### src/rtl/makina_mem_pkg.sv
// Shared definitions for the CPU data-port memory responder.
// Holds the responder FSM state encoding, the MMIO register offsets
// within the MMIO window and the bit positions of the STATUS register.
package makina_mem_pkg;

  typedef enum logic [1:0] {
    IDLE = 2'd0,
    WAIT = 2'd1,
    RESP = 2'd2
  } state_e;

  localparam logic [1:0] CYCLE_OFS  = 2'd0;
  localparam logic [1:0] GPIO_OFS   = 2'd1;
  localparam logic [1:0] STATUS_OFS = 2'd2;

  localparam int STATUS_ERR_BIT  = 0;
  localparam int STATUS_BUSY_BIT = 1;

endpackage

### src/rtl/mem_mmio_regs.sv
// MMIO register block: CYCLE counter, GPIO register and STATUS register.
// Ports:
//   clk, rst       clock, asynchronous active-high reset
//   commit_i       strobe on the edge that completes a non-RAM access
//   we_i           1 = store
//   ofs_i          address offset relative to the MMIO window base
//   wdata_i        store data
//   busy_i         responder busy flag, reported in STATUS
//   err_set_i      access is unmapped; set the sticky error on commit
//   rdata_o        read mux output for ofs_i
//   gpio_o         GPIO register contents
//   hit_o          ofs_i selects one of the three registers
module mem_mmio_regs
  import makina_mem_pkg::*;
(
  input  logic        clk,
  input  logic        rst,
  input  logic        commit_i,
  input  logic        we_i,
  input  logic [15:0] ofs_i,
  input  logic [15:0] wdata_i,
  input  logic        busy_i,
  input  logic        err_set_i,
  output logic [15:0] rdata_o,
  output logic [15:0] gpio_o,
  output logic        hit_o
);

  logic [15:0] cycle_q, cycle_d;
  logic [15:0] gpio_q, gpio_d;
  logic        err_q, err_d;

  assign hit_o  = (ofs_i < 16'd3);
  assign gpio_o = gpio_q;

  always_comb begin
    // The counter free-runs; a store to CYCLE overrides the increment.
    cycle_d = cycle_q + 16'd1;
    gpio_d  = gpio_q;
    err_d   = err_q;
    if (commit_i) begin
      if (err_set_i) begin
        err_d = 1'b1;
      end else if (we_i && hit_o) begin
        case (ofs_i[1:0])
          CYCLE_OFS:  cycle_d = wdata_i;
          GPIO_OFS:   gpio_d  = wdata_i;
          STATUS_OFS: if (wdata_i[STATUS_ERR_BIT]) err_d = 1'b0;
          default:    ;
        endcase
      end
    end
  end

  always_comb begin
    rdata_o = '0;
    if (hit_o) begin
      case (ofs_i[1:0])
        CYCLE_OFS:  rdata_o = cycle_q;
        GPIO_OFS:   rdata_o = gpio_q;
        STATUS_OFS: begin
          rdata_o[STATUS_ERR_BIT]  = err_q;
          rdata_o[STATUS_BUSY_BIT] = busy_i;
        end
        default:    rdata_o = '0;
      endcase
    end
  end

  always_ff @(posedge clk or posedge rst) begin
    if (rst) begin
      cycle_q <= '0;
      gpio_q  <= '0;
      err_q   <= 1'b0;
    end else begin
      cycle_q <= cycle_d;
      gpio_q  <= gpio_d;
      err_q   <= err_d;
    end
  end

endmodule

### src/rtl/data_mem_responder.sv
// Memory-side responder for the CPU data port. Accepts one load/store at a
// time, inserts LATENCY wait states, then pulses rsp_ready for one cycle.
// Accesses go to an internal word RAM (0..DEPTH-1) or to the MMIO window at
// MMIO_BASE (CYCLE, GPIO, STATUS); anything else is flagged with rsp_err.
// Ports:
//   clk, rst       clock, asynchronous active-high reset
//   req_valid      request pending (addr/wdata/we stable until rsp_ready)
//   req_we         1 = store, 0 = load
//   req_addr       word address
//   req_wdata      store data
//   rsp_ready      one-cycle completion pulse
//   rsp_rdata      load data, held until the next load completes
//   rsp_err        unmapped access, valid with rsp_ready
//   gpio_out       GPIO register contents
//   busy           FSM is not in IDLE
module data_mem_responder
  import makina_mem_pkg::*;
#(
  parameter int          DEPTH     = 256,
  parameter int          LATENCY   = 2,
  parameter logic [15:0] MMIO_BASE = 16'hFF00
) (
  input  logic        clk,
  input  logic        rst,
  input  logic        req_valid,
  input  logic        req_we,
  input  logic [15:0] req_addr,
  input  logic [15:0] req_wdata,
  output logic        rsp_ready,
  output logic [15:0] rsp_rdata,
  output logic        rsp_err,
  output logic [15:0] gpio_out,
  output logic        busy
);

  localparam int          AW      = $clog2(DEPTH);
  localparam logic [16:0] DEPTH_L = 17'(DEPTH);
  localparam logic [3:0]  LAT_L   = 4'(LATENCY);

  logic [15:0] mem [DEPTH];

  state_e      state_q, state_d;
  logic [3:0]  cnt_q, cnt_d;
  logic [15:0] addr_q, wdata_q;
  logic        we_q;
  logic [15:0] rdata_q;
  logic        err_q;

  logic [15:0] cur_addr, cur_wdata, mmio_rdata;
  logic        cur_we, commit, ram_hit, regs_hit, mmio_hit, unmapped;

  // With LATENCY=0 the access commits on the acceptance edge itself, so the
  // live request is used in IDLE and the captured copy afterwards.
  assign cur_addr  = (state_q == IDLE) ? req_addr  : addr_q;
  assign cur_wdata = (state_q == IDLE) ? req_wdata : wdata_q;
  assign cur_we    = (state_q == IDLE) ? req_we    : we_q;

  assign commit = ((state_q == IDLE) && req_valid && (LATENCY == 0)) ||
                  ((state_q == WAIT) && (cnt_q == 4'd1));

  assign ram_hit  = ({1'b0, cur_addr} < DEPTH_L);
  // Guard against the offset subtraction wrapping for addresses below the base.
  assign mmio_hit = !ram_hit && (cur_addr >= MMIO_BASE) && regs_hit;
  assign unmapped = !ram_hit && !mmio_hit;

  mem_mmio_regs u_regs (
    .clk       (clk),
    .rst       (rst),
    .commit_i  (commit && !ram_hit),
    .we_i      (cur_we),
    .ofs_i     (cur_addr - MMIO_BASE),
    .wdata_i   (cur_wdata),
    .busy_i    (busy),
    .err_set_i (unmapped),
    .rdata_o   (mmio_rdata),
    .gpio_o    (gpio_out),
    .hit_o     (regs_hit)
  );

  always_comb begin
    state_d = state_q;
    cnt_d   = cnt_q;
    case (state_q)
      IDLE: begin
        if (req_valid) begin
          cnt_d   = LAT_L;
          state_d = (LATENCY == 0) ? RESP : WAIT;
        end
      end
      WAIT: begin
        if (cnt_q == 4'd1) state_d = RESP;
        else               cnt_d   = cnt_q - 4'd1;
      end
      RESP:    state_d = IDLE;
      default: state_d = IDLE;
    endcase
  end

  always_ff @(posedge clk or posedge rst) begin
    if (rst) begin
      state_q <= IDLE;
      cnt_q   <= '0;
      rdata_q <= '0;
      err_q   <= 1'b0;
    end else begin
      state_q <= state_d;
      cnt_q   <= cnt_d;
      if (commit) begin
        err_q <= unmapped;
        if (!cur_we) begin
          rdata_q <= ram_hit  ? mem[cur_addr[AW-1:0]] :
                     mmio_hit ? mmio_rdata : 16'h0000;
        end
      end
    end
  end

  // Request capture and RAM contents carry no reset.
  always_ff @(posedge clk) begin
    if ((state_q == IDLE) && req_valid) begin
      addr_q  <= req_addr;
      wdata_q <= req_wdata;
      we_q    <= req_we;
    end
    if (commit && cur_we && ram_hit) begin
      mem[cur_addr[AW-1:0]] <= cur_wdata;
    end
  end

  assign rsp_ready = (state_q == RESP);
  assign rsp_err   = rsp_ready && err_q;
  assign rsp_rdata = rdata_q;
  assign busy      = (state_q != IDLE);

endmodule

### config.mk
export PLATFORM = sky130hd
export DESIGN_NAME = data_mem_responder
export DESIGN_NICKNAME = d
export VERILOG_FILES = /design/src/rtl/makina_mem_pkg.sv /design/src/rtl/mem_mmio_regs.sv /design/src/rtl/data_mem_responder.sv
export SDC_FILE = /design/constraint.sdc
export NUM_CORES = 2
export LEC_CHECK = 0
export BUFFER_PORTS_ARGS = -buffer_cell sky130_fd_sc_hd__buf_2
export CELL_PAD_IN_SITES_DETAIL_PLACEMENT = 2
export CELL_PAD_IN_SITES_GLOBAL_PLACEMENT = 2
export CORE_MARGIN = 4
export CORE_UTILIZATION = 40
export CTS_CLUSTER_SIZE = 20
export DETAILED_ROUTE_END_ITERATION = 6
export PLACE_DENSITY = 0.66
export SYNTH_ARGS = -nofsm -noshare
export SYNTH_HDL_FRONTEND = slang
export SYNTH_SLANG_ARGS = --single-unit
### constraint.sdc
create_clock -name clk -period 7.2 [get_ports clk]
set_clock_uncertainty 0.05 [all_clocks]
set_input_delay 1.44 -clock clk [delete_from_list [all_inputs] [get_ports clk]]
set_output_delay 1.44 -clock clk [all_outputs]
set_load 0.005 [all_outputs]
==> flow_summary.yaml <==
logic_synthesis:
  dominantRegCellSynth: "sky130_fd_sc_hd__edfxtp_1"
  synth_seq_area_share_pct: 81.10
  synthArstFlopShare_pct: 1.338
  post_synth_num_cell_types: 54
  syn_avg_cell_area_um2: 17.48
  number_of_enable_type_register_cells_in_the_synthesized_netlist: 4129
  yosys_warnings: 0
  seq_cells_post_synth: 4185
  postSynthNetCount: 8882
  syn_area_um2: 154600
  syn-instance-count: 8843
setup_path:
  worst-endpoint-required_ns: 7.98
  timing.critical_path.to_type: "register"
  maximum_fanout_along_the_worst_path: 63
  critical_path_class: "register to register"
  start_kind: "register"
  critical_path_data_arrival_time_ns: 7.00
floorplan:
  rows: 228
  initial_core_util_pct: 40.12
  die_x_um: 629.7
  floorplan.die_area_um2: 396500
  die-height_um: 629.7
  io_pins: 71
  core_area_um2: 385400
final_layout:
  nFillCells: 35440
  synthToLayoutAreaGrowth_pct: 15.30
  utilization_pct: 46.25
  num-nets-final: 9325
  layout.cell_area.non_filler_um2: 178300
  final_layout_size_suffix_gt1_share_pct: 14.42
clock_tree:
  cts_made_buffers: 437
  post-cts-setup-buffer-count: 0
  ctsRootBufferMaster: "sky130_fd_sc_hd__clkbuf_16"
  clock_tree.buffer_depth: 4
  clock_latency_ns: 0.99
  htreeDepth: 5
  ctsHoldBuffers: 0
  clock_tree_from_tritoncts: "built"
  clk_pin_slew_ns: 0.06
  cts_resized: 0
  clock_sinks: 4185
routing:
  met2WireLength_um: 297000
  met3_length_um: 46690
  wirelength_met1_um: 225800
  number_of_vias_per_cell_after_detailed_routing: 6.522
  drt_first_iter_violations: 13630
  detail_route.first_pass.iterations: 7
  wirelength_um: 605300
  final_ant_viol_nets: 0
  wl_per_cell_um: 40.80
  route.vias.total: 96770
  top_signal_layer_used: "met5"
  drcViolationCount: 2
pwr:
  total_switching_power_mw: 24.59
  logic_gate_share_of_total_power_pct: 25.7
  power_density_nw_per_um2: 399.5
  clock_power_share_pct: 31.4
  power_switching_share_pct: 34.52
  sequentialPowerShare_pct: 42.9
  ir_drop_mv: 0.4203
  intPower_mw: 46.63
  leakage_power_nw: 54.36
worst_hold_path:
  holdCritPathClass: "register to register"
placement:
  placement.cell_area_um2: 164600
  portBuffers: 70
  place_ws_ns: 0.8555
  detailedPlacementHpwl_um: 344100
  globalplace.congestion: 0.8219
sta:
  post-route-worst-setup-slack_ns: 0.9811
  rsz0062_at_grt: "no"
  timing.final.setup_violations: 0
  relative_slew_margins_pct: -6.710
  max_freq_ghz: 0.1608
  timing.setup.tns_ns: 0
  finalHoldViolCount: 0
  slew_worst_pin_ns: 1.580
  maxSlewViolCount: 5
  finalWorstPathRequiredPeriod_ns: 6.219
  fin_crit_sh_pct: 86.37
grt:
  grt_remaining_overflow: 0
  initial_antenna_violation_count: 37
  grt_max_degree: 181
  total_track_usage_pct: 29.76
  grt_pass1_wl_um: 846600
  first_global_vias: 102300
status:
  violations: "DRC, capacitance limit, slew limit"
  status: "finished, violations left"
run:
  maxCapViolCount: 2
==> sequential cells by signal, summed over array words and instances (netlist names) <==
signal,flops
addr_q,16
cnt_q,4
err_q,1
mem,4096
rsp_rdata,16
state_q,2
u_regs.cycle_q,16
u_regs.err_q,1
u_regs.gpio_o,16
wdata_q,16
we_q,1
==> final timing paths <==
path / from / slack [ns] / end / cells after the start
max in group asynchronous: rst / 5.67 / rsp_rdata[10] / 3
worst min-delay path: err_q / 0.44 / err_q / 1
worst max register to register: state_q[0] / 0.98 / rsp_rdata[4] / 10
min in group asynchronous: rst / 0.68 / cnt_q[0] / 3
worst max-delay path: state_q[0] / 0.98 / rsp_rdata[4] / 10
worst min register to register: err_q / 0.44 / err_q / 1
==> stage by stage <==
stage / hold WS (ns) / std cells / total power [mW]
after floorplan: 0.3914 / 8843 / 40.38
final: 0.4380 / 14840 / 71.22
after CTS: 0.4477 / 14820 / 71.24
after global placement: 0.4154 / 14020 / 47.73
after detailed placement: 0.4342 / 14020 / 48.82
after global routing: 0.4649 / 14820 / 73.24
==> layout by cell type (no fill, tap or decap), types with 5 or more instances in the layout <==
master	netlist	final
sky130_fd_sc_hd__a2111oi_0	16	6
sky130_fd_sc_hd__a2111oi_1	0	10
sky130_fd_sc_hd__a21oi_1	1039	1039
sky130_fd_sc_hd__a22o_1	14	14
sky130_fd_sc_hd__a22oi_1	2065	2065
sky130_fd_sc_hd__a41oi_1	49	48
sky130_fd_sc_hd__and3_1	7	7
sky130_fd_sc_hd__buf_12	0	69
sky130_fd_sc_hd__buf_2	271	72
sky130_fd_sc_hd__buf_4	14	527
sky130_fd_sc_hd__bufinv_16	0	29
sky130_fd_sc_hd__clkbuf_1	339	111
sky130_fd_sc_hd__clkbuf_16	0	444
sky130_fd_sc_hd__clkbuf_8	0	8
sky130_fd_sc_hd__clkinv_1	0	100
sky130_fd_sc_hd__clkinv_2	0	78
sky130_fd_sc_hd__clkinv_8	0	7
sky130_fd_sc_hd__clkinvlp_4	0	10
sky130_fd_sc_hd__dfrtp_1	56	56
sky130_fd_sc_hd__diode_2	0	16
sky130_fd_sc_hd__edfxtp_1	4129	4129
sky130_fd_sc_hd__inv_1	11	10
sky130_fd_sc_hd__inv_6	0	6
sky130_fd_sc_hd__mux2_1	10	10
sky130_fd_sc_hd__mux2_2	7	7
sky130_fd_sc_hd__nand2_1	90	55
sky130_fd_sc_hd__nand2_2	0	16
sky130_fd_sc_hd__nand2_4	0	18
sky130_fd_sc_hd__nand2b_1	13	13
sky130_fd_sc_hd__nand3_1	21	21
sky130_fd_sc_hd__nand4_1	19	19
sky130_fd_sc_hd__nor2_1	281	243
sky130_fd_sc_hd__nor2_2	0	37
sky130_fd_sc_hd__nor4_1	5	5
sky130_fd_sc_hd__o21ai_1	16	18
sky130_fd_sc_hd__o41ai_1	256	223
sky130_fd_sc_hd__o41ai_2	0	33
sky130_fd_sc_hd__xnor2_1	9	9
sky130_fd_sc_hd__xor2_1	7	7
==> power groups by stage <==
stage	clock network, mW	registers, mW	logic (mW)
after global routing	23.7	30.5	19.0
after detailed placement	0	31.0	17.8
after floorplan	0	32.1	8.28
after global placement	0	31.0	16.7
final	22.4	30.5	18.3
after CTS	22.7	30.5	18.1
==> layout make-up <==
type                            count  area [um^2]  area share [%]
Timing Repair Buffer              669         5713           3.205
Tap cell                         5175         6475           3.632
Antenna cell                       16        40.04         0.02246
Clock inverter                    235         2022           1.134
Inverter                           12        46.29         0.02597
Multi-Input combinational cell   3981        26940           15.11
Sequential cell                  4185       125400           70.34
Clock buffer                      563        11640           6.528
==> routing by layer <==
metal | GRT usage, % | vias to the layer above
li1 | - | 37820
met1 | 37.90 | 52170
met2 | 49.34 | 5456
met3 | 4.676 | 1298
met4 | 15.33 | 20
met5 | 0 | -
==> logic make-up (layout without fill, tap and decap cells) <==
logic type               after synthesis  after routing  synth area share, %
AO/OA/AOI/OAI                       3479           3479                15.45
XOR/XNOR                              16             16              0.09064
adder cells (fa/ha/maj)                3              3              0.02428
buffers and inverters                677           1479                1.907
flip-flops                          4185           4185                81.10
multiplexers                          18             18               0.1303
other                                  0             16                    0
AND/OR/NAND/NOR                      465            465                1.291
==> critical path, cell delays in order, from the launching register on <==
cell                        delay, ns
sky130_fd_sc_hd__dfrtp_1         0.51
sky130_fd_sc_hd__nor2_4          0.14
sky130_fd_sc_hd__inv_2           0.52
sky130_fd_sc_hd__or3_1           0.25
sky130_fd_sc_hd__o31a_2          0.84
sky130_fd_sc_hd__buf_12          0.40
sky130_fd_sc_hd__a21oi_1         0.20
sky130_fd_sc_hd__o41ai_1         1.11
sky130_fd_sc_hd__nand4_1         0.91
sky130_fd_sc_hd__a2111oi_1       0.89
sky130_fd_sc_hd__o21ai_1         0.15
==> synth_stat cells (3+ instances only) <==
cell / number / share of area (%)
sky130_fd_sc_hd__inv_1: 11 / 0.027
sky130_fd_sc_hd__clkbuf_1: 339 / 0.82
sky130_fd_sc_hd__nor2_1: 281 / 0.68
sky130_fd_sc_hd__nor3_1: 3 / 0.0097
sky130_fd_sc_hd__o41ai_1: 256 / 1.5
sky130_fd_sc_hd__a21oi_1: 1039 / 3.4
sky130_fd_sc_hd__mux2_1: 10 / 0.073
sky130_fd_sc_hd__a22o_1: 14 / 0.079
sky130_fd_sc_hd__mux2_2: 7 / 0.051
sky130_fd_sc_hd__nand2b_1: 13 / 0.053
sky130_fd_sc_hd__o21ai_0: 4 / 0.013
sky130_fd_sc_hd__nand4_1: 19 / 0.077
sky130_fd_sc_hd__o31ai_1: 5 / 0.024
sky130_fd_sc_hd__a2111oi_0: 16 / 0.091
sky130_fd_sc_hd__a22oi_1: 2065 / 10
sky130_fd_sc_hd__ha_1: 3 / 0.024
sky130_fd_sc_hd__or3_1: 3 / 0.012
sky130_fd_sc_hd__nor4_1: 5 / 0.020
sky130_fd_sc_hd__buf_2: 271 / 0.88
sky130_fd_sc_hd__nor2b_1: 4 / 0.016
sky130_fd_sc_hd__nand2_1: 90 / 0.22
sky130_fd_sc_hd__buf_1: 39 / 0.095
sky130_fd_sc_hd__and3_1: 7 / 0.028
sky130_fd_sc_hd__buf_4: 14 / 0.068
sky130_fd_sc_hd__xor2_1: 7 / 0.040
sky130_fd_sc_hd__o21ai_1: 16 / 0.052
sky130_fd_sc_hd__edfxtp_1: 4129 / 80
sky130_fd_sc_hd__o21ai_2: 3 / 0.017
sky130_fd_sc_hd__a31oi_1: 3 / 0.012
sky130_fd_sc_hd__nand3b_1: 4 / 0.019
sky130_fd_sc_hd__nand3_1: 21 / 0.068
sky130_fd_sc_hd__xnor2_1: 9 / 0.051
sky130_fd_sc_hd__a41oi_1: 49 / 0.28
sky130_fd_sc_hd__dfrtp_1: 56 / 0.91
Note: power is estimated with default switching activity, not from simulation.
